==> config.mk <==
export PLATFORM = sky130hd
export DESIGN_NAME = adler32_stream_tx
export DESIGN_NICKNAME = d
export VERILOG_FILES = /design/src/rtl/adler32_pkg.sv /design/src/rtl/adler32_accum.sv /design/src/rtl/adler32_stream_tx.sv
export SDC_FILE = /design/constraint.sdc
export NUM_CORES = 1
export LEC_CHECK = 0
export ABC_AREA = 1
export BUFFER_PORTS_ARGS = -buffer_cell sky130_fd_sc_hd__buf_4
export CAP_MARGIN = 25
export CORE_MARGIN = 5
export CORE_UTILIZATION = 30
export DETAILED_ROUTE_END_ITERATION = 10
export SYNTH_ARGS = -nofsm -noshare
export SYNTH_HDL_FRONTEND = slang
export SYNTH_SLANG_ARGS = --single-unit
==> constraint.sdc <==
create_clock -name i_clk -period 6.9 [get_ports i_clk]
set_input_delay 1.035 -clock i_clk [delete_from_list [all_inputs] [get_ports i_clk]]
set_output_delay 1.035 -clock i_clk [all_outputs]
set_load 0.005 [all_outputs]
==> src/rtl/adler32_pkg.sv <==
// Shared constants for the Adler-32 stream transmitter and its accumulator.
// Includes the modular add used by both halves of the A/B update.
package adler32_pkg;

  localparam logic [16:0] ADLER_MOD    = 17'd65521;
  localparam logic [15:0] ADLER_INIT_A = 16'd1;
  localparam logic [15:0] ADLER_INIT_B = 16'd0;

  localparam logic [2:0] ST_IDLE = 3'd0;
  localparam logic [2:0] ST_SIZE = 3'd1;
  localparam logic [2:0] ST_DATA = 3'd2;
  localparam logic [2:0] ST_WAIT = 3'd3;
  localparam logic [2:0] ST_DONE = 3'd4;

  // x^8+x^6+x^5+x^4+1, shifting left with feedback into bit 0
  localparam logic [7:0] LFSR_TAPS = 8'hB8;
  localparam logic [7:0] LFSR_SEED = 8'hFF;

  // Both operands are already reduced, so a single conditional subtract suffices.
  function automatic logic [15:0] adler_mod_add(input logic [15:0] x, input logic [15:0] y);
    logic [16:0] s;
    s = {1'b0, x} + {1'b0, y};
    if (s >= ADLER_MOD) s = s - ADLER_MOD;
    return s[15:0];
  endfunction

endpackage

==> src/rtl/adler32_accum.sv <==
// Registered Adler-32 A/B accumulator, one byte per enabled cycle.
// Shared between the transmitter reference and the receiver side.
import adler32_pkg::*;

module adler32_accum (
  input  logic        i_clk,
  input  logic        i_rst,
  input  logic        i_clear,
  input  logic        i_en,
  input  logic [7:0]  i_data,
  output logic [31:0] o_sum
);

  logic [15:0] r_a, r_b;
  logic [15:0] w_a, w_b;

  assign w_a   = adler_mod_add(r_a, {8'd0, i_data});
  assign w_b   = adler_mod_add(r_b, w_a);
  assign o_sum = {r_b, r_a};

  always_ff @(posedge i_clk) begin
    if (i_rst || i_clear) begin
      r_a <= ADLER_INIT_A;
      r_b <= ADLER_INIT_B;
    end else if (i_en) begin
      r_a <= w_a;
      r_b <= w_b;
    end
  end

endmodule

==> src/rtl/adler32_stream_tx.sv <==
// Frames a byte stream onto the Adler-32 generator and checks its response.
// Define ADLER_TX_LFSR_EN for LFSR payload; default payload counts down from N.
import adler32_pkg::*;

module adler32_stream_tx #(
  parameter int SIZE_W       = 22,
  parameter int RESP_TIMEOUT = 10
) (
  input  logic              i_clk,
  input  logic              i_rst,
  input  logic              i_start,
  input  logic [SIZE_W-1:0] i_frame_size,
  output logic [SIZE_W-1:0] o_size,
  output logic              o_size_valid,
  output logic              o_data_start,
  output logic [7:0]        o_data,
  input  logic              i_checksum_valid,
  input  logic [31:0]       i_checksum,
  output logic              o_busy,
  output logic              o_done,
  output logic              o_pass,
  output logic              o_timeout,
  output logic              o_spurious,
  output logic [31:0]       o_expected
);

  localparam int TMR_W = $clog2(RESP_TIMEOUT + 1);

  logic [2:0]        r_state;
  logic [SIZE_W-1:0] r_size, r_cnt;
  logic [TMR_W-1:0]  r_tmr;
  logic              r_size_valid, r_data_start, r_done, r_pass, r_timeout, r_spurious;
  logic [7:0]        r_data;
  logic [31:0]       r_expected;

  logic        w_accept, w_emit, w_win_end;
  logic [7:0]  w_byte;
  logic [31:0] w_sum;

  assign w_accept  = (r_state == ST_IDLE) && i_start && (i_frame_size != '0);
  // SIZE always emits byte 0; DATA emits until N bytes have gone out
  assign w_emit    = (r_state == ST_SIZE) || ((r_state == ST_DATA) && (r_cnt != r_size));
  assign w_win_end = (r_tmr == TMR_W'(RESP_TIMEOUT - 1));

`ifdef ADLER_TX_LFSR_EN
  logic [7:0] r_lfsr;

  assign w_byte = r_lfsr;

  always_ff @(posedge i_clk) begin
    if (i_rst)         r_lfsr <= LFSR_SEED;
    else if (w_accept) r_lfsr <= LFSR_SEED;
    else if (w_emit)   r_lfsr <= {r_lfsr[6:0], ^(r_lfsr & LFSR_TAPS)};
  end
`else
  assign w_byte = 8'(r_size - r_cnt);
`endif

  adler32_accum u_accum (
    .i_clk   (i_clk),
    .i_rst   (i_rst),
    .i_clear (w_accept),
    .i_en    (w_emit),
    .i_data  (w_byte),
    .o_sum   (w_sum)
  );

  always_ff @(posedge i_clk) begin
    if (i_rst) begin
      r_state      <= ST_IDLE;
      r_size       <= '0;
      r_cnt        <= '0;
      r_tmr        <= '0;
      r_size_valid <= 1'b0;
      r_data_start <= 1'b0;
      r_data       <= '0;
      r_done       <= 1'b0;
      r_pass       <= 1'b0;
      r_timeout    <= 1'b0;
      r_spurious   <= 1'b0;
      r_expected   <= '0;
    end else begin
      r_size_valid <= 1'b0;
      r_data_start <= 1'b0;
      r_done       <= 1'b0;
      if (i_checksum_valid && (r_state != ST_WAIT)) r_spurious <= 1'b1;
      case (r_state)
        ST_IDLE: if (w_accept) begin
          r_state      <= ST_SIZE;
          r_size       <= i_frame_size;
          r_size_valid <= 1'b1;
          r_cnt        <= '0;
          r_pass       <= 1'b0;
          r_timeout    <= 1'b0;
          r_spurious   <= i_checksum_valid;
        end
        ST_SIZE, ST_DATA: begin
          if (w_emit) begin
            r_state      <= ST_DATA;
            r_data       <= w_byte;
            r_data_start <= (r_state == ST_SIZE);
            r_cnt        <= r_cnt + SIZE_W'(1);
          end else begin
            r_state <= ST_WAIT;
            r_tmr   <= '0;
          end
        end
        ST_WAIT: begin
          if (i_checksum_valid || w_win_end) begin
            r_state    <= ST_DONE;
            r_done     <= 1'b1;
            r_expected <= w_sum;
            r_pass     <= i_checksum_valid && (i_checksum == w_sum);
            r_timeout  <= !i_checksum_valid;
          end else begin
            r_tmr <= r_tmr + TMR_W'(1);
          end
        end
        ST_DONE: r_state <= ST_IDLE;
        default: r_state <= ST_IDLE;
      endcase
    end
  end

  assign o_busy       = (r_state != ST_IDLE);
  assign o_size       = r_size;
  assign o_size_valid = r_size_valid;
  assign o_data_start = r_data_start;
  assign o_data       = r_data;
  assign o_done       = r_done;
  assign o_pass       = r_pass;
  assign o_timeout    = r_timeout;
  assign o_spurious   = r_spurious;
  assign o_expected   = r_expected;

endmodule

After elaboration in Yosys (flattened, before gate mapping):

Index checks and enable logic that the tools add are counted.

* output and inout port bits: 69
* register bits: 129
* input bits: 58
* word-level logic and storage cells: 87

* reduce and logical (&&, ||, !) cells: 26
* eq/ne operators: 12
* bitwise gates (word level): 4
* multiplexer cells: 22
* magnitude comparators: 2
* add/subtract/negate cells: 7

Operators with widths (count)
* $mux W22: 2
* $pmux W22 S2: 1
* $ge A17 B16 Y1 const B: 2
* $eq A32 B32 Y1: 1
* $mux W16: 2
* $sub A16 B16 Y16 const B: 2
* $add A22 B1 Y22 const B: 1
* $ne A22 B22 Y1: 1
* $reduce_bool A22 Y1: 1
* $add A16 B16 Y17: 1
* $add A16 B8 Y17: 1
* $mux W1: 9
* $pmux W3 S3: 1
* $reduce_and A3 Y1: 3
* $mux W4: 2
* $pmux W4 S2: 1
* $reduce_and A2 Y1: 4
* $sub A8 B8 Y8: 1
* $eq A3 B2 Y1 const B: 2
* $mux W3: 2
* $ne A2 B2 Y1 const B: 3
* $reduce_bool A2 Y1: 3
* $reduce_or A2 Y1: 3
* $logic_and A1 B1 Y1: 5
* other kinds (12): 19

Depth between registers and ports, before layout:

* depth in word-level cells: 7
* depth in mapped cells: 46
* mapped depth without buffers: 44

Modules after synthesis:

From an unflattened synthesis, not the netlist that was laid out.

* cell total of the unflattened synthesis: 1573
* area, all modules: 9466.6 um^2

By module, submodules not included
* adler32_stream_tx: times used 1, area each 5356.4 um^2, cells an instance 837, seq. area each 1941.9 um^2
* adler32_accum: times used 1, area each 4110.2 um^2, cells an instance 736, seq. area each 640.6 um^2

Worst setup path after synthesis:

Ideal clock, no wire load.

* path type: register to register
* from: reg r_cnt[2]
* to: reg u_accum.r_b[13]
* data required time: 6791 ps
* stages on the path, launching flop included: 44
* library setup time: 109 ps
* buffers on the path: 2
* clock period less this slack: 5433 ps
* arrival: 5324 ps
* slack: 1467 ps
* cell sequence: dfxtp_1 inv_1 ha_1 a21oi_1 nand2_1 a21oi_1 o21ai_0 nand2_1 nand2_1 a21oi_1 xor2_1 ha_1 inv_1 o21bai_1 nor2_1 nand2_2 nand2_1 nand2_1 (+8 left out) inv_1 fa_1 inv_1 nand3_1 nand3_1 nand2_1 nand3_1 nand2_1 nand2_1 nand2_1 nor2_2 nand3_2 and2_4 buf_6 nand3_1 nand3_1 nand2_1 inv_1

* cells in the longest elaborated chain, start to end: 7
* elaborated cells between the ends (all ways): 12
* classes of those cells: 5 x add/sub; 2 x order compare; 1 x eq/ne; 2 x mux; 2 x reduce/logical

Ends and longest elaborated chain
* from (decl): RTL line adler32_stream_tx.sv:30 `logic [SIZE_W-1:0] r_size, r_cnt;`
* from (signal assigned): RTL line adler32_stream_tx.sv:102 `r_cnt <= r_cnt + SIZE_W'(1);`
* $sub A8 B8 Y8 (*): RTL line adler32_stream_tx.sv:56 `assign w_byte = 8'(r_size - r_cnt);`
* named net u_accum.i_data[7]: RTL line adler32_accum.sv:10 `input logic [7:0] i_data,`
* $add A16 B8 Y17 (*): RTL line adler32_pkg.sv:22 `s = {1'b0, x} + {1'b0, y};`
* $ge A17 B16 Y1 (*): RTL line adler32_pkg.sv:23 `if (s >= ADLER_MOD) s = s - ADLER_MOD;`
* $mux W16 (*): RTL line adler32_pkg.sv:23
* named net u_accum.w_a[0]: RTL line adler32_accum.sv:15 `logic [15:0] w_a, w_b;`
* $add A16 B16 Y17 (*): RTL line adler32_pkg.sv:22
* $sub A16 B16 Y16 / $ge A17 B16 Y1 (equally long branches): RTL line adler32_pkg.sv:23
* $mux W16 (*): RTL line adler32_pkg.sv:23
* to (signal assigned): RTL line adler32_accum.sv:27 `r_b <= w_b;`
* to (decl): RTL line adler32_accum.sv:14 `logic [15:0] r_a, r_b;`

The timed path passes the listed nets; every way through them passes the cells marked *.
A chain may end at the register's enable or synchronous reset.

Worst setup path after layout:

* from: reg r_cnt[0]
* to: reg u_accum.r_b[6]

* cells in the longest elaborated chain, start to end: 7
* elaborated cells between the ends (all ways): 12
* classes of those cells: 5 x add/sub; 2 x order compare; 1 x eq/ne; 2 x mux; 2 x reduce/logical

Ends and longest elaborated chain (RTL line)
* $sub A8 B8 Y8 (*): adler32_stream_tx.sv:56
* named net u_accum.i_data[6]: adler32_accum.sv:10
* $add A16 B8 Y17 (*): adler32_pkg.sv:22
* $sub A16 B16 Y16 / $ge A17 B16 Y1 (equally long branches): adler32_pkg.sv:23
* $mux W16 (*): adler32_pkg.sv:23
* named net u_accum.w_a[9]: adler32_accum.sv:15
* $add A16 B16 Y17 (*): adler32_pkg.sv:22
* $ge A17 B16 Y1 (*): adler32_pkg.sv:23
* $mux W16 (*): adler32_pkg.sv:23

Marked as above.

==> results by group <==
Run status
  • Status: finished, final reports clean

Detailed routing
  • Initial drt markers: 825
  • Total Wirelength: 29.5 mm
  • # DRC: 0
  • Antenna-violating nets left: 0
  • Vias: 9,198
  • Routed len/inst: between 15 and 20 um
  • Via density: between 4 and 5
  • First-pass iteration count of the detailed router: 8

Clocking
  • Clk_lat worst skew: 430 ps
  • CTS clk-pin slew, worst paths: 60 ps
  • CTS root buf: clkbuf_16
  • H-tree Lvls: 4
  • Worst-case clock buffer depth: 2
  • CTS tree: yes
  • Total CTS buffers: 17
  • # clock sinks: around 130

Die
  • Core area: 29,500 um2
  • Initial Utilization: 30.2%
  • # IOs: roughly 130
  • Die H: between 150 and 200 um
  • Placement Rows: 63
  • Die area: 33,300 um2
  • Die width: between 150 and 200 um

Final layout
  • Fillers: ~3,200
  • Antenna diode count: 0
  • Final core occ: 36.8%
  • Layout area overhead: 21.5%
  • Fraction of layout cells with a size suffix above 1: 14.9%
  • Design Area, Final: 10,800 um2
  • Nets: between 1,500 and 2,000

Worst setup path
  • Worst setup path endpoint: u_accum.r_b[6]
  • Worst EP required: ~7200 ps
  • CP max FO: 13
  • R2R Path End: u_accum.r_b[6]
  • R2R depth: 38
  • Worst setup SP type: flip-flop
  • CP Class: flip-flop to flip-flop
  • Slowest CP cell: dfxtp_1
  • Critical path startpoint: r_cnt[0]
  • Reg2Reg Launch Point: r_cnt[0]
  • Worst Setup End Kind: flip-flop
  • Worst R2R Setup Slack: 540 ps
  • Crit path DAT: approximately 6700 ps
  • CP most frequent cell: nand2_1
  • Slowest stage delay, CP: 440 ps

STA
  • RSZ-0062 raised after global routing: no
  • Relative max-transition margin: 40.2%
  • Hold WS: 477 ps
  • Final setup fails: 0
  • Fin crit period: 6360 ps
  • Tcrit/Tclk final: 92.2%
  • Final Hold Fails: 0
  • Setup TNS: 0 ps
  • F_max: 157 MHz
  • Worst Tran Pin Value: 895 ps
  • Final Skew: 14.6 ps
  • Worst setup margin: 540 ps
  • Slew Limit Fails: 0

Global route
  • Total track usage: approximately 17%
  • Initial antenna violation count: 0
  • Largest net degree at the start of global routing: 60
  • First-pass GRT wire length: 45.8 mm
  • Number of global-route vias before repair: 8,414
  • Overflow after GRT: 0

Synth
  • Count of flip-flops with a built-in enable after synthesis: 0
  • Count leader, synth: nand2_1
  • Unique masters post-synth: 46
  • Register area share after synthesis: 29.0%
  • Syn_nets: 1,469
  • Most frequent cells after synthesis: nand2_1, inv_1, dfxtp_1
  • Synth area leader: dfxtp_1
  • Area contributors post-synth: dfxtp_1, nand2_1, inv_1
  • Avg Cell Area, Syn: about 6.5 um2
  • Synthesized area: 8920 um2
  • Synth Flop Type: dfxtp_1
  • Yosys Warn Count: 0
  • Yosys top cell area share: 29.0%
  • Synthesized flop and latch total: about 130
  • Cells after synthesis: 1,368
  • Share of synthesized registers carrying an async set or reset: 0%

Power and ir drop
  • Worst vdd ir: 0.000239 V
  • P_leak: 0.00514 uW
  • Pwr/cell area: 433 nW/um2

Hold path
  • Worst hold path class: flip-flop to flip-flop
  • HP Start: o_timeout

Placement
  • DP Worst Slack: around 270 ps
  • GPL Wtd Cong: 0.950
  • Post-place instance area: 10,200 um2
  • DP HPWL: 22.8 mm
  • Port Buffers: 126

Job
  • Maxcap violations: 0
## registers in the layout, indices dropped and copies added (netlist names), 3 cells and up
name / count
o_expected: 32
o_data: 8
u_accum.r_a: 16
r_state: 3
o_size: 22
r_cnt: 22
r_tmr: 4
u_accum.r_b: 16
## what timing repair did
item	4_1_cts	5_1_grt
buffers inserted	0	0
hold buffers	0	0
endpoints found under the setup margin	0	16
gates resized for setup	0	10
## per-layer routing
metal | part of all wire (%) | up-vias | global-route usage, %
li1 | - | 4678 | -
met1 | 48 | 4167 | 24.9
met2 | 42 | 322 | 25.1
met3 | 8.0 | 31 | 4.64
met4 | 1.9 | 0 | 4.83
met5 | 0 | - | 0
## layout make-up
cell class / instances / area, um2 / area share, %
multi-input cells: 988 / 5410 / 49.9
flip-flops and latches: 129 / 2580 / 23.8
repair buffers: 132 / 998 / 9.21
inverters: 205 / 769 / 7.10
well taps: 390 / 488 / 4.50
clock buffers: 19 / 453 / 4.18
clock inverters: 13 / 139 / 1.28
## worst min path at each step
stage                      endpoint  slack (ps)  cells past startpoint
after floorplan            r_cnt[3]         450                      2
after global placement    o_timeout         470                      2
after detailed placement  o_timeout         470                      2
after CTS                 o_timeout         480                      2
after global routing      o_timeout         500                      2
final                     o_timeout         480                      2
## power breakdown
group          internal [uW]  switching [uW]  leakage (uW)
combinational            924            1830       0.00380
clock                    529             402      0.000290
sequential               866             145       0.00105
## cell usage in the layout, fill, tap and decap left out, types with 2 or more instances in the layout
master and instances:
a211oi_1 3, a21oi_1 116, a22o_1 5, and2_1 4, buf_4 131, clkbuf_16 17, clkbuf_8 2, clkinv_4 3
dfxtp_1 128, fa_1 3, ha_1 40, inv_1 195, inv_2 9, inv_6 6, inv_8 2, nand2_1 307
nand2_2 12, nand3_1 107, nand3_2 5, nand3_4 8, nand3b_1 6, nand4_1 47, nor2_1 104, nor2_2 13
nor2_4 3, nor3_1 17, nor3b_1 2, nor4_1 8, o21ai_0 84, o22ai_1 9, xnor2_1 19, xor2_1 52
## cells by family (layout without fill, tap and decap cells)
| logic type | after synthesis | after routing | synth area share (%) |
|---|---|---|---|
| simple gates | 646 | 649 | 33.1 |
| xor+xnor | 72 | 72 | 7.07 |
| flops | 129 | 129 | 29.0 |
| compound gates | 224 | 224 | 13.2 |
| buf+inv | 254 | 369 | 11.4 |
| fa+ha+maj | 43 | 43 | 6.29 |
## per-stage QoR
step	power (uW)	cells
2_1_floorplan	2970	1368
3_3_place_gp	3750	1840
3_5_place_dp	3740	1841
4_1_cts	4680	1873
5_1_grt	5090	1876
6_report	4700	1876
## worst max-delay path: cells and delay by family (launching register included)
kind / cells / cell delay (ps)
XOR/XNOR: 1 / 280
AO/OA/AOI/OAI: 2 / 310
buffers and inverters: 3 / 170
adder cells (fa/ha/maj): 4 / 1370
flip-flops: 1 / 440
AND/OR/NAND/NOR: 28 / 3700
No activity file was read; power rests on OpenSTA's default activity.
